## config.mk

```make
export PLATFORM = sky130hd
export DESIGN_NAME = wb_trace_buffer
export DESIGN_NICKNAME = d
export VERILOG_FILES = /design/src/rtl/wb_trace_buffer.sv
export SDC_FILE = /design/constraint.sdc
export NUM_CORES = 1
export LEC_CHECK = 0
export CORE_MARGIN = 3
export CORE_UTILIZATION = 45
export DETAILED_ROUTE_END_ITERATION = 8
export DONT_BUFFER_PORTS = 1
export GPL_TIMING_DRIVEN = 0
export SETUP_SLACK_MARGIN = 0.4
export SYNTH_ARGS = -nofsm -noshare
export SYNTH_HDL_FRONTEND = slang
export SYNTH_SLANG_ARGS = --single-unit
```

## constraint.sdc

```tcl
create_clock -name clk -period 7.1 [get_ports clk]
set_clock_uncertainty 0.1 [all_clocks]
set_input_delay 0 -clock clk [delete_from_list [all_inputs] [get_ports clk]]
set_output_delay 0 -clock clk [all_outputs]
set_load 0.1 [all_outputs]
```

## src/rtl/wb_trace_buffer.sv

```systemverilog
// wb_trace_buffer
//   Captures architectural register writes from the core's write-back stage into a FIFO.
//   The FIFO drains to a host or debug consumer over a valid/ready handshake. The block also
//   keeps a running checksum of accepted data and overflow/drop statistics.
//
// Ports
//   clk        rising-edge clock
//   reset      asynchronous, active-low reset
//   wb_valid   core retires a register write this cycle
//   wb_rd      destination register index
//   wb_data    write-back data
//   clear      synchronous flush of FIFO, statistics and checksum
//   out_valid  head entry available
//   out_ready  consumer accepts the head entry this cycle
//   out_data   {rd, data} of the head entry; zero when empty
//   level      current occupancy, 0..DEPTH
//   overflow   sticky flag: at least one write was dropped
//   drop_cnt   count of dropped writes, saturating
//   checksum   sum mod 2^DATA_W of the data of all accepted writes
module wb_trace_buffer #(
    parameter int unsigned DATA_W    = 32,
    parameter int unsigned DEPTH     = 16,
    parameter int unsigned FILTER_X0 = 1
) (
    input  logic                     clk,
    input  logic                     reset,
    input  logic                     wb_valid,
    input  logic [4:0]               wb_rd,
    input  logic [DATA_W-1:0]        wb_data,
    input  logic                     clear,
    output logic                     out_valid,
    input  logic                     out_ready,
    output logic [DATA_W+4:0]        out_data,
    output logic [$clog2(DEPTH):0]   level,
    output logic                     overflow,
    output logic [15:0]              drop_cnt,
    output logic [DATA_W-1:0]        checksum
);

    localparam int unsigned PTR_W = $clog2(DEPTH);
    localparam int unsigned LVL_W = PTR_W + 1;
    localparam int unsigned ENT_W = DATA_W + 5;

    typedef enum logic [0:0] {StEmpty, StNonEmpty} state_e;

    state_e                   state_q, state_d;
    logic [ENT_W-1:0]         mem_q [DEPTH];
    logic [ENT_W-1:0]         mem_d [DEPTH];
    logic [PTR_W-1:0]         wr_ptr_q, wr_ptr_d;
    logic [PTR_W-1:0]         rd_ptr_q, rd_ptr_d;
    logic [LVL_W-1:0]         level_q, level_d;
    logic                     overflow_q, overflow_d;
    logic [15:0]              drop_cnt_q, drop_cnt_d;
    logic [DATA_W-1:0]        checksum_q, checksum_d;

    logic push_req;
    logic pop;
    logic full;
    logic push_ok;
    logic drop;

    // Writes to x0 never reach the FIFO when filtering is enabled.
    assign push_req = wb_valid && !((FILTER_X0 != 0) && (wb_rd == 5'd0));
    assign pop      = out_valid && out_ready;
    assign full     = (level_q == LVL_W'(DEPTH));
    // A full FIFO still takes a write when the head leaves in the same cycle.
    assign push_ok  = push_req && (!full || pop);
    assign drop     = push_req && full && !pop;

    always_comb begin
        mem_d       = mem_q;
        wr_ptr_d    = wr_ptr_q;
        rd_ptr_d    = rd_ptr_q;
        level_d     = level_q;
        overflow_d  = overflow_q;
        drop_cnt_d  = drop_cnt_q;
        checksum_d  = checksum_q;

        if (clear) begin
            for (int i = 0; i < int'(DEPTH); i++) begin
                mem_d[i] = '0;
            end
            wr_ptr_d   = '0;
            rd_ptr_d   = '0;
            level_d    = '0;
            overflow_d = 1'b0;
            drop_cnt_d = '0;
            checksum_d = '0;
        end else begin
            if (push_ok) begin
                mem_d[wr_ptr_q] = {wb_rd, wb_data};
                wr_ptr_d        = wr_ptr_q + PTR_W'(1);
                checksum_d      = checksum_q + wb_data;
            end
            if (pop) begin
                rd_ptr_d = rd_ptr_q + PTR_W'(1);
            end
            unique case ({push_ok, pop})
                2'b10:   level_d = level_q + LVL_W'(1);
                2'b01:   level_d = level_q - LVL_W'(1);
                default: level_d = level_q;
            endcase
            if (drop) begin
                overflow_d = 1'b1;
                if (drop_cnt_q != 16'hFFFF) begin
                    drop_cnt_d = drop_cnt_q + 16'd1;
                end
            end
        end

        state_d = (level_d != '0) ? StNonEmpty : StEmpty;
    end

    always_ff @(posedge clk or negedge reset) begin
        if (!reset) begin
            state_q    <= StEmpty;
            for (int i = 0; i < int'(DEPTH); i++) begin
                mem_q[i] <= '0;
            end
            wr_ptr_q   <= '0;
            rd_ptr_q   <= '0;
            level_q    <= '0;
            overflow_q <= 1'b0;
            drop_cnt_q <= '0;
            checksum_q <= '0;
        end else begin
            state_q    <= state_d;
            mem_q      <= mem_d;
            wr_ptr_q   <= wr_ptr_d;
            rd_ptr_q   <= rd_ptr_d;
            level_q    <= level_d;
            overflow_q <= overflow_d;
            drop_cnt_q <= drop_cnt_d;
            checksum_q <= checksum_d;
        end
    end

    assign out_valid = (state_q == StNonEmpty);
    assign out_data  = out_valid ? mem_q[rd_ptr_q] : '0;
    assign level     = level_q;
    assign overflow  = overflow_q;
    assign drop_cnt  = drop_cnt_q;
    assign checksum  = checksum_q;

endmodule

```

After elaboration in Yosys (flattened, before gate mapping)
Cells that the tools add are included.
- register bits after elaboration: 655
- input bits: 42
- output and inout bits: 92
- add/sub/neg operators: 6
- magnitude comparators: 3
- equality and inequality tests: 4
- mux-type cells: 23
- bitwise logic cells: 2
- reduce and logical (&&, ||, !) cells: 17
- operators with widths (cell ; number):
    $mux W592 ; 2
    $bwmux W592 ; 1
    $bmux W37 S4 ; 1
    $demux W37 S4 ; 1
    $mux W37 ; 4
    $mux W32 ; 2
    $mux W16 ; 3
    $add A32 B32 Y32 ; 1
    $add A16 B1 Y16 const B ; 1
    $mux W4 ; 4
    $ne A16 B16 Y1 const B ; 1
    $ge A5 B5 Y1 const B ; 2
    $not A4 Y5 ; 2
    $pmux W5 S2 ; 1
    $add A4 B1 Y4 const B ; 2
    $reduce_bool A2 Y1 ; 4
    $logic_and A1 B1 Y1 ; 6
    $add A5 B1 Y5 const B ; 1
    $eq A5 B5 Y1 const B ; 1
    $logic_not A5 Y1 ; 1
    $lt A5 B1 Y1 const B ; 1
    $mux W5 ; 1
    $reduce_bool A5 Y1 ; 1
    $sub A5 B1 Y5 const B ; 1
    other kinds (6) ; 10

Logic depth before layout (Yosys ltp)
- word-level depth: 9
- depth in mapped cells: 20
- mapped depth without buffers: 15

Worst setup path before layout
No wires, ideal clock.
- kind: register to register
- start point: reg level_q[1] (netlist: level[1])
- end point: reg state_q (netlist: out_valid)
- data arrival time: 4234 ps
- data required time: 6861 ps
- slack: 2627 ps
- cell stages (with the launch flop): 20
- cells stage by stage: dfrtp_1 -> nor3_1 -> nand4b_1 -> nor2b_1 -> buf_6 -> inv_1 -> buf_4 -> buf_4 -> ha_1 -> clkbuf_1 -> xor2_1 -> ha_1 -> a21o_1 -> nor4b_1 -> a21oi_1 -> o21a_1 -> nor2_1 -> xnor2_1 -> nor2_1 -> or4_1
- cells in the longest elaborated chain, start to end: 9
- elaborated cells on any way between the ends: 12
- classes of those cells: add/sub (2); eq/ne (3); mux (3); reduce/logical (4)
- RTL lines (element ; RTL line ; source):
    start: declaration ; 51 ; logic [LVL_W-1:0] level_q, level_d;
    start signal: assignment ; 131 ; level_q <= level_d;
    $eq A5 B5 Y1 ; 65 ; assign full = (level_q == LVL_W'(DEPTH));
    $logic_not A1 Y1 ; 67 ; assign push_ok = push_req && (!full || pop);
    $logic_or A1 B1 Y1 ; 67 ;
    $logic_and A1 B1 Y1 ; 67 ;
    $eq A2 B1 Y1 or $eq A2 B2 Y1 (tied branches) ; 98 ; unique case ({push_ok, pop})
    $pmux W5 S2 (*) ; 98 ;
    $mux W5 (*) ; 79 ; if (clear) begin
    via level_d[4] ; 51 ;
    $reduce_bool A5 Y1 (*) ; 111 ; state_d = (level_d != '0) ? StNonEmpty : StEmpty;
    $mux W1 (*) ; 111 ;
    via state_d ; 46 ; state_e state_q, state_d;
    end signal: assignment ; 116 ; state_q <= StEmpty;
    end signal: assignment ; 127 ; state_q <= state_d;
    end: declaration ; 46 ;
Mark *: on every way through the listed nets, which the timed path passes. The rest lies on a longest branch.
A chain may end at the register's enable or synchronous reset.

Final worst setup path
- start point: reg level_q[2] (netlist: level[2])
- end point: reg state_q (netlist: out_valid)
Same word-level chain as after synthesis.

==> results.py <==
metrics = {
    "outcome": {
        "status": "finished, violations left",
        "violations": "hold timing, slew limit",
    },
    "sta": {
        "setup_viol": 0,
        "fin_crit_sh": 0.7391,
        "fmax_ghz": 0.1906,
        "tns_ps": 0,
        "min_period_ps": 5248,
        "holdWs_ps": -999.8,
        "slew_headroom": -0.006099,
        "drv_slew": 20,
        "worstMarginPinSlew_ps": 1509,
        "hold_viol": 655,
        "rsz0062_at_grt": "false",
    },
    "drt": {
        "wl_met3_mm": 9.372,
        "post_drt_wl_per_cell_um": 25.08,
        "highest_layer": "met5",
        "drc": 0,
        "wl_met1_mm": 48.73,
        "drt-total-wl_mm": 115.3,
        "viasPerCell": 5.881,
        "dr_wl_met2_mm": 52.77,
        "drtPass1Iterations": 5,
        "detail-route-antenna-nets": 0,
        "vias": 27030,
        "first_iter_violations": 3245,
    },
    "clock_tree": {
        "cts_setup_buffers": 0,
        "cts_tree": "done",
        "cts-buffers-inserted": 75,
        "cts.clk_slew.worst_paths_ps": 60,
        "cts_max_level": 3,
        "ctsLongestPathBuffers": 3,
        "clock_sinks": 655,
        "hold_buffers": 42,
        "ctsResizeCount": 0,
        "root_buffer": "clkbuf_16",
        "clk_latency_ps": 620,
    },
    "synth": {
        "synth_edf_count": 0,
        "synth_area_leader_cell": "dfrtp_1",
        "netlist-cell-type-count": 62,
        "syn-num-nets": 3549,
        "netlist.area_leader.share": 0.4936,
        "ys_seq_area_frac": 0.4936,
        "syn_inst": 3466,
        "ys_warn_count": 0,
        "synth_area_leaders": "dfrtp_1 (49%), nand2_1 (14%), mux4_2 (13%), a21oi_1 (9.5%), clkbuf_1 (1.6%)",
        "synth_area_sq_um": 33210,
        "syn_area_per_cell_sq_um": 9.581,
        "synth_ff_type": "dfrtp_1",
        "synthArstFlopShare": 1.000,
        "synth-seq-cells": 655,
    },
    "power_and_ir_drop": {
        "powerDensity_nw_per_um2": 264.9,
        "p_seq_frac": 0.430,
        "vdd_drop_max_v": 0.0002001,
        "power_switching_mw": 3.198,
        "swShare": 0.3238,
        "p_int_mw": 6.680,
        "p_comb_frac": 0.170,
        "leakage_nw": 14.90,
        "clkPwrFrac": 0.400,
        "power_mw": 9.878,
    },
    "critical_path": {
        "cp-end-kind": "flop",
        "crit_fanout": 11,
        "crit_arrival_ps": 5630,
        "cp.required_ps": 7480,
        "path_class": "reg2reg",
        "startpoint_type": "flop",
    },
    "floorplanning": {
        "core_area_sq_um": 72340,
        "dieArea_sq_um": 77100,
        "rows": 98,
        "die_height_um": 277.7,
        "io_pins": 134,
        "initial_core_util": 0.4590,
        "die_x_um": 277.7,
    },
    "hold_path": {
        "hp-class": "in2async",
    },
    "cells_and_area": {
        "fill_cells": 6714,
        "area_growth_pct": 12.28,
        "drive_gt1_frac": 0.1274,
        "nNetsFinal": 3668,
    },
    "grt": {
        "grt_max_degree": 656,
        "overflow": 0,
        "grt_first_pass_wirelength_mm": 173.6,
        "grtUsageTotal": 0.2980,
        "grt_pass1_vias": 26230,
        "antenna_found_initial": 9,
    },
    "placement": {
        "globalplace.congestion": 0.9030,
        "port_buffers": 0,
        "hpwlAfterDp_mm": 77.95,
    },
    "flow_run": {
        "cap_violations": 0,
    },
}
## stage by stage
stage          instances  hold slack (ps)  worst slack, ps  utilization  area (sq um)
2_1_floorplan       3466           -395.6             2627            -         33210
3_3_place_gp        4416           -331.1             1903       0.4755         34400
3_5_place_dp        4416           -329.6             1896       0.4755         34400
4_1_cts             4592           -987.7             1867       0.5153         37280
5_1_grt             4592            -1016             1422       0.5153         37280
6_report            4596           -999.8             1852       0.5154         37290
## critical path: stages, from the launching register on
cell,delay (ps)
dfrtp_1,800
nor3_1,420
nand4b_1,280
nor2b_1,260
buf_6,160
inv_1,170
buf_4,220
buf_4,250
ha_1,180
clkbuf_1,350
xor2_1,120
ha_1,220
a21o_1,190
nor4b_1,290
a21oi_1,70
o21a_1,160
nor2_1,130
xnor2_1,130
nor2_1,80
or4_1,500
## final cells by class
| cell class | count | area [sq um] | area share |
|---|---|---|---|
| repair buffers | 42 | 420.4 | 0.01128 |
| well taps | 950 | 1189 | 0.03188 |
| diodes | 4 | 10.01 | 0.0002685 |
| plain buffers | 314 | 1580 | 0.04238 |
| multi-input cells | 2483 | 15190 | 0.4073 |
| flip-flops and latches | 655 | 16390 | 0.4396 |
| inverters | 14 | 52.55 | 0.001409 |
| clock buffers | 115 | 2250 | 0.06034 |
| clock inverters | 19 | 207.7 | 0.005570 |
## synthesized netlist by cell type, types with 2 or more instances
library cell     n
a211oi_1         3
a21boi_0         2
a21o_1          15
a21oi_1        633
a21oi_2         27
a221oi_1         2
a22o_1           5
a22oi_1          3
a31oi_1          7
and2_1          38
and3_1           3
buf_1           78
buf_2           47
buf_4            7
buf_6           40
clkbuf_1       141
dfrtp_1        655
ha_1            40
inv_1           14
mux2i_1          3
mux4_2         185
nand2_1       1259
nand2_2          4
nand2b_1         7
nand3_1         16
nand3_4         12
nand4_1         11
nand4_2          3
nand4b_1         2
nor2_1          51
nor2_2          13
nor2b_1          5
nor3_1          11
nor3_2           3
nor3b_1          2
nor4_1           2
o211ai_1         3
o21a_1           3
o21ai_0         30
o21bai_1         8
or2_2            2
or3_1            6
xnor2_1         22
xor2_1          25
## metal layers
metal,vias to the layer above,GRT usage
met5,-,0
met4,2,0.1059
met3,259,0.05285
met2,1210,0.4601
met1,13600,0.4260
li1,11950,-
## registers in the layout, summed over array words and instances (netlist names)
signal and cells:
mem_q 592, checksum 32, drop_cnt 16, level 5, rd_ptr_q 4, wr_ptr_q 4
out_valid 1, overflow 1
## power groups by stage
stage | logic (mW) | clock network (mW) | registers [mW]
3_5_place_dp | 1.63 | 0 | 4.31
4_1_cts | 1.67 | 3.99 | 4.24
3_3_place_gp | 1.63 | 0 | 4.31
5_1_grt | 1.79 | 4.15 | 4.25
2_1_floorplan | 1.19 | 0 | 4.28
6_report | 1.68 | 3.95 | 4.24
## layout by cell type (no fill, tap or decap), drive strengths merged, types with 4 or more instances in the layout
cell type,count
dlygate4sd3,42
nor3,15
and2,38
a22o,5
o21ai,31
diode,4
a21oi,660
xnor2,22
xor2,25
o21bai,9
clkinv,11
bufinv,4
nand3,28
a21o,15
or3,6
nand2b,7
nand2,1263
nor2b,5
ha,40
clkbuf,256
inv,16
nor2,64
a31oi,7
dfrtp,655
buf,173
mux4,185
nand4,15
## worst paths after layout
path	slack, ps	endpoint	start	cells past startpoint
max reg2reg	1850	out_valid	level[2]	19
min in group clk	50	checksum[24]	wb_data[23]	5
max	1850	out_valid	level[2]	19
min	-1000	mem_q[121]	reset	0
max in group asynchronous	6700	mem_q[587]	reset	0
min reg2reg	420	mem_q[168]	mem_q[168]	2
## cell families after synthesis
| group | Yosys count | synth area share |
|---|---|---|
| compound gates | 751 | 0.1220 |
| xor+xnor | 47 | 0.01240 |
| flops | 655 | 0.4936 |
| simple gates | 1456 | 0.1808 |
| buf+inv | 328 | 0.04917 |
| fa+ha+maj | 41 | 0.01567 |
| mux | 188 | 0.1264 |
No activity file was read; power rests on OpenSTA's default activity.
